===== src/rtl/pipeline_hazard_ctrl.sv =====
// Stall/flush sequencer for the 5-stage pipeline: load-use bubbles, branch flushes, dmem waits, halt.
// Optional performance counters are built only when HAZARD_PERF_EN is defined.
module pipeline_hazard_ctrl #(
    parameter int MEM_TIMEOUT = 16,
    parameter int CNT_W       = 32
) (
    input  logic             clk,
    input  logic             rst,
    input  logic             rf_we_ex,
    input  logic [4:0]       rf_wa_ex,
    input  logic             mem_re_ex,
    input  logic             rf_re0_id,
    input  logic             rf_re1_id,
    input  logic [4:0]       rf_ra0_id,
    input  logic [4:0]       rf_ra1_id,
    input  logic             br_taken_ex,
    input  logic             dmem_req_mem,
    input  logic             dmem_ack,
    input  logic             halt_wb,
    output logic             stall_pc,
    output logic             stall_if_id,
    output logic             stall_id_ex,
    output logic             stall_ex_mem,
    output logic             stall_mem_wb,
    output logic             flush_if_id,
    output logic             flush_id_ex,
    output logic             flush_ex_mem,
    output logic             commit_en,
    output logic             halted,
    output logic             err,
    output logic [CNT_W-1:0] perf_stall_cnt,
    output logic [CNT_W-1:0] perf_flush_cnt,
    output logic [CNT_W-1:0] perf_ldu_cnt
);

    localparam int WAIT_W = $clog2(MEM_TIMEOUT + 2);

    typedef enum logic [1:0] {RUN, MEMWAIT, HALT, ERR} state_t;
    typedef enum logic [2:0] {
        ACT_RST, ACT_HALT, ACT_WAIT, ACT_BR, ACT_LDU, ACT_GO, ACT_FROZEN
    } act_t;

    state_t             state;
    logic [WAIT_W-1:0]  wait_cnt;
    act_t               act;
    logic               ldu;
    logic               mwait;
    logic [4:0]         stall_vec;
    logic [2:0]         flush_vec;

    function automatic act_t run_act(input logic h, input logic mw, input logic br,
                                     input logic ld);
        if (h)       return ACT_HALT;
        else if (mw) return ACT_WAIT;
        else if (br) return ACT_BR;
        else if (ld) return ACT_LDU;
        else         return ACT_GO;
    endfunction

    always_comb begin
        ldu   = mem_re_ex && rf_we_ex && (rf_wa_ex != 5'd0) &&
                ((rf_re0_id && (rf_ra0_id == rf_wa_ex)) ||
                 (rf_re1_id && (rf_ra1_id == rf_wa_ex)));
        mwait = dmem_req_mem && !dmem_ack;
        act   = ACT_FROZEN;
        if (rst) begin
            act = ACT_RST;
        end else begin
            case (state)
                RUN:     act = run_act(halt_wb, mwait, br_taken_ex, ldu);
                // the ack cycle falls back to the normal RUN priority with mwait already 0
                MEMWAIT: act = dmem_ack ? run_act(halt_wb, 1'b0, br_taken_ex, ldu) : ACT_WAIT;
                default: act = ACT_FROZEN;
            endcase
        end
    end

    always_comb begin
        stall_vec = 5'b00000;
        flush_vec = 3'b000;
        commit_en = 1'b0;
        case (act)
            ACT_RST:    flush_vec = 3'b111;
            ACT_HALT: begin
                stall_vec = 5'b11111;
                commit_en = 1'b1;
            end
            ACT_WAIT: begin
                stall_vec = 5'b11111;
                commit_en = (state == RUN);
            end
            ACT_BR: begin
                flush_vec = 3'b110;
                commit_en = 1'b1;
            end
            ACT_LDU: begin
                stall_vec = 5'b11000;
                flush_vec = 3'b010;
                commit_en = 1'b1;
            end
            ACT_GO:     commit_en = 1'b1;
            default:    stall_vec = 5'b11111;
        endcase
    end

    assign {stall_pc, stall_if_id, stall_id_ex, stall_ex_mem, stall_mem_wb} = stall_vec;
    assign {flush_if_id, flush_id_ex, flush_ex_mem} = flush_vec;
    assign halted = !rst && (state == HALT);
    assign err    = !rst && (state == ERR);

    always_ff @(posedge clk) begin
        if (rst) begin
            state    <= RUN;
            wait_cnt <= '0;
        end else begin
            case (act)
                ACT_HALT: state <= HALT;
                ACT_WAIT: begin
                    if (state == RUN) begin
                        state    <= MEMWAIT;
                        wait_cnt <= WAIT_W'(1);
                    end else if ((MEM_TIMEOUT != 0) && (wait_cnt == WAIT_W'(MEM_TIMEOUT))) begin
                        state <= ERR;
                    end else if (wait_cnt != '1) begin
                        wait_cnt <= wait_cnt + WAIT_W'(1);
                    end
                end
                ACT_BR, ACT_LDU, ACT_GO: state <= RUN;
                default: state <= state;
            endcase
        end
    end

`ifdef HAZARD_PERF_EN
    logic [CNT_W-1:0] stall_cnt_q;
    logic [CNT_W-1:0] flush_cnt_q;
    logic [CNT_W-1:0] ldu_cnt_q;
    logic             stall_any;

    assign stall_any = (|stall_vec) && ((state == RUN) || (state == MEMWAIT));

    always_ff @(posedge clk) begin
        if (rst) begin
            stall_cnt_q <= '0;
            flush_cnt_q <= '0;
            ldu_cnt_q   <= '0;
        end else begin
            if (stall_any && (stall_cnt_q != '1))
                stall_cnt_q <= stall_cnt_q + CNT_W'(1);
            if ((act == ACT_BR) && (flush_cnt_q != '1))
                flush_cnt_q <= flush_cnt_q + CNT_W'(1);
            if ((act == ACT_LDU) && (ldu_cnt_q != '1))
                ldu_cnt_q <= ldu_cnt_q + CNT_W'(1);
        end
    end

    assign perf_stall_cnt = stall_cnt_q;
    assign perf_flush_cnt = flush_cnt_q;
    assign perf_ldu_cnt   = ldu_cnt_q;
`else
    assign perf_stall_cnt = '0;
    assign perf_flush_cnt = '0;
    assign perf_ldu_cnt   = '0;
`endif

endmodule

===== config.mk =====
export PLATFORM = sky130hd
export DESIGN_NAME = pipeline_hazard_ctrl
export DESIGN_NICKNAME = d
export VERILOG_FILES = /design/src/rtl/pipeline_hazard_ctrl.sv
export SDC_FILE = /design/constraint.sdc
export NUM_CORES = 1
export LEC_CHECK = 0
export CAP_MARGIN = 20
export CORE_MARGIN = 8
export CORE_UTILIZATION = 35
export DETAILED_ROUTE_END_ITERATION = 6
export PLACE_DENSITY = 0.87
export SETUP_SLACK_MARGIN = 0.4
export SYNTH_ARGS = -nofsm -noshare
export SYNTH_HDL_FRONTEND = slang
export SYNTH_SLANG_ARGS = --single-unit

===== constraint.sdc =====
create_clock -name clk -period 3.3 [get_ports clk]
set_input_delay 0.66 -clock clk [delete_from_list [all_inputs] [get_ports clk]]
set_output_delay 0.66 -clock clk [all_outputs]
set_load 0.01 [all_outputs]

==> key figures <==
Outcome
  – Outcome: finished clean

GRT
  – GRT Util Overall: 9.70%
  – Initial antenna violation count: 0
  – Largest net degree at the start of global routing: 12
  – First-pass GRT wire length: 5.19 mm
  – Remaining global-route overflow: 0
  – Vias in the first global route: 1186

Detailed routing
  – Pre-Repair DR Iteration Count: 4
  – DRT iter0 DRCs: 38
  – Wire per inst: 12.9 um
  – Vias: 1188
  – Routed vias/inst: 4.04
  – Detailed Route WL: 3.78 mm
  – Post-route ant nets: 0
  – DRC Markers: 0

Logic synthesis
  – Mapped Area: 0.00155 mm2
  – Cell variety after synth: 41
  – Warnings, synthesis: 0
  – Gate Count Post-Synth: 194
  – Seq/Total Area, Yosys: 9.06%
  – Avg Inst Size Synth: 7.97 um2
  – Seq cells post-synth: 7

Placed design
  – Detailed Place HPWL: 3.22 mm
  – GP Congestion: 0.866
  – Port Buf Inserts: 35
  – Setup slack after placement: -0.105 ns

Timing
  – Final Skew: 0.00349 ns
  – Setup-failing EPs final: 0
  – Setup ws final: 0.454 ns
  – Final period util: 86.2%
  – Final Hold Vio Count: 0
  – Max Clk Rate: 351 MHz
  – RSZ-0062 raised after global routing: false
  – Final Max Slew Viols: 0
  – Crit path time final: 2.85 ns
  – Hold slack: 0.486 ns

Setup path
  – Buffers and inverters on the worst path: 3
  – Crit-path cells: clkdlybuf4s50_1 > xnor2_1 > nand4_1 > o22ai_2 > a21oi_4 > mux2i_2 > buf_4 > buf_6
  – Largest delay share family, worst path: buffers and inverters
  – CP Launch Type: input pin
  – Reg2Reg Depth: 8
  – CP Data Required Time: 2.64 ns
  – Arrival time worst endpoint: 2.19 ns
  – Kind of critical path: input pin to output port
  – Endpoint class of the critical path: output port
  – Critical Path Max Stage Delay: 0.42 ns
  – CP Max Fanout: 4
  – CP max-delay cell: clkdlybuf4s50_1
  – Levels on crit path: 8

Finish
  – Share of layout cells above drive strength 1: 20.2%
  – Commonest non-fill, non-tap cell in the layout: conb_1
  – NumNets Final: 271
  – Fill count: 439
  – Leading cell types in the layout, fill and taps excluded: 96 x conb_1, 17 x buf_4, 12 x clkdlybuf4s50_1
  – Antenna diodes: 0
  – Layout area overhead: 14.7%

Floorplanning
  – CORE AREA: 0.00429 mm2
  – Die W: 82.5 um
  – Initial Util: 36.0%
  – Row count: 24
  – Die height: 82.5 um
  – Die ar.: 0.00680 mm2
  – IO Count: 132

Flow run
  – MaxCap Viol Count: 0

Clock tree
  – Hold_buf cts: 0
  – H-tree levels: 1
  – Longest Clk Path Bufs: 2
  – Clock buffer count from CTS: 3
  – Worst-Skew Late Latency: 0.23 ns
  – Clock root buffer: clkbuf_8
  – Worst-path clk slew: 0.04 ns
  – CTS tree: yes
  – Clock sinks: 7

Worst hold path
  – Hold Crit Class: flip-flop to flip-flop
  – Worst hold stages: 1

Power and ir drop
  – Leakage dissipation: 0.941 nW
  – VDD IR max: 0.128 mV
  – Total power: 0.000513 W
  – Power per cell area: 289 mW/mm2
per-layer routing:
metal / vias up / wire length [um] / GRT usage (%)
met4: 0 / 58 / 3.68
li1: 551 / - / -
met1: 541 / 1410 / 10.7
met2: 87 / 1830 / 17.0
met3: 9 / 483 / 2.92
met5: - / 0 / 0
layout make-up:
class	count	area (um2)	area share, %
Tap cell	52	65.1	3.67
Timing Repair Buffer	52	475	26.8
Multi-Input combinational cell	171	1020	57.4
Inverter	8	30.0	1.69
Sequential cell	7	140	7.90
Clock buffer	4	45.0	2.54
state kept, by name, indices dropped and copies added (netlist names):
signal    count
wait_cnt      5
state         2
kinds of logic (layout without fill, tap and decap cells):
kind of cell    after synthesis  count (layout)  synth area share, %
compound gates               35              35                 20.6
flops                         7               7                 9.06
simple gates                 24              24                 9.06
buf+inv                     111              64                 51.2
fa+ha+maj                     3               3                 2.43
mux                           1               1                0.647
other cells                   1              96                0.242
xor+xnor                     12              12                 6.80
cell usage after synthesis, drive strengths merged:
library cell  number  area share, %
nand2              4           0.97
a21o               3            1.5
a32o               2            1.3
a21oi             10            4.5
o21ai              7            2.8
dfxtp              7            9.1
nand3              1           0.32
o311ai             1            1.1
a2111oi            1            1.8
clkbuf             1           0.24
o41ai              3            2.7
nor2               7            1.7
nor3               4            1.3
o211ai             1           0.49
and4bb             1           0.81
nor3b              1           0.81
buf              102             49
o21bai             1           0.49
and3               1           0.40
mux2i              1           0.65
ha                 3            2.4
o22ai              1           0.40
xnor2             12            6.8
or4                1           0.49
nand4              2           0.81
inv                8            1.9
o221a              1           0.73
conb               1           0.24
a311o              1           0.65
o32ai              1           0.57
a211oi             2            1.8
nand2b             2            1.5
power breakdown:
| group | switching [W] | internal [W] | total [W] |
|---|---|---|---|
| logic | 0.000167 | 0.000121 | 0.000287 |
| registers | 0.0000150 | 0.0000904 | 0.000105 |
| clock network | 0.0000367 | 0.0000835 | 0.000120 |
metrics by stage:
step / cell area, um2 / TNS, ns / utilization, % / std cells
after floorplan: 1900 / 0 / - / 289
after global placement: 1640 / -0.283 / 38.2 / 284
after detailed placement: 1640 / -0.442 / 38.2 / 284
after CTS: 1720 / 0 / 40.1 / 293
after global routing: 1770 / 0 / 41.3 / 294
final: 1770 / 0 / 41.3 / 294
final timing paths:
check                                start                       end  slack, ns
hold reg to reg   wait_cnt[3]$_SDFFE_PP0P_  wait_cnt[3]$_SDFFE_PP0P_       0.49
setup reg to reg  wait_cnt[0]$_SDFFE_PP0P_  wait_cnt[3]$_SDFFE_PP0P_       1.47
setup / recovery              rf_ra1_id[2]               stall_id_ex       0.45
hold / removal    wait_cnt[3]$_SDFFE_PP0P_  wait_cnt[3]$_SDFFE_PP0P_       0.49
repair_timing:
item | 4_1_cts | 5_1_grt
endpoints found under the setup margin | 9 | 6
gates resized for setup | 28 | 20
setup buffers | 5 | 1
pin swaps | 1 | 7
Power figures use the tool's default switching activity.
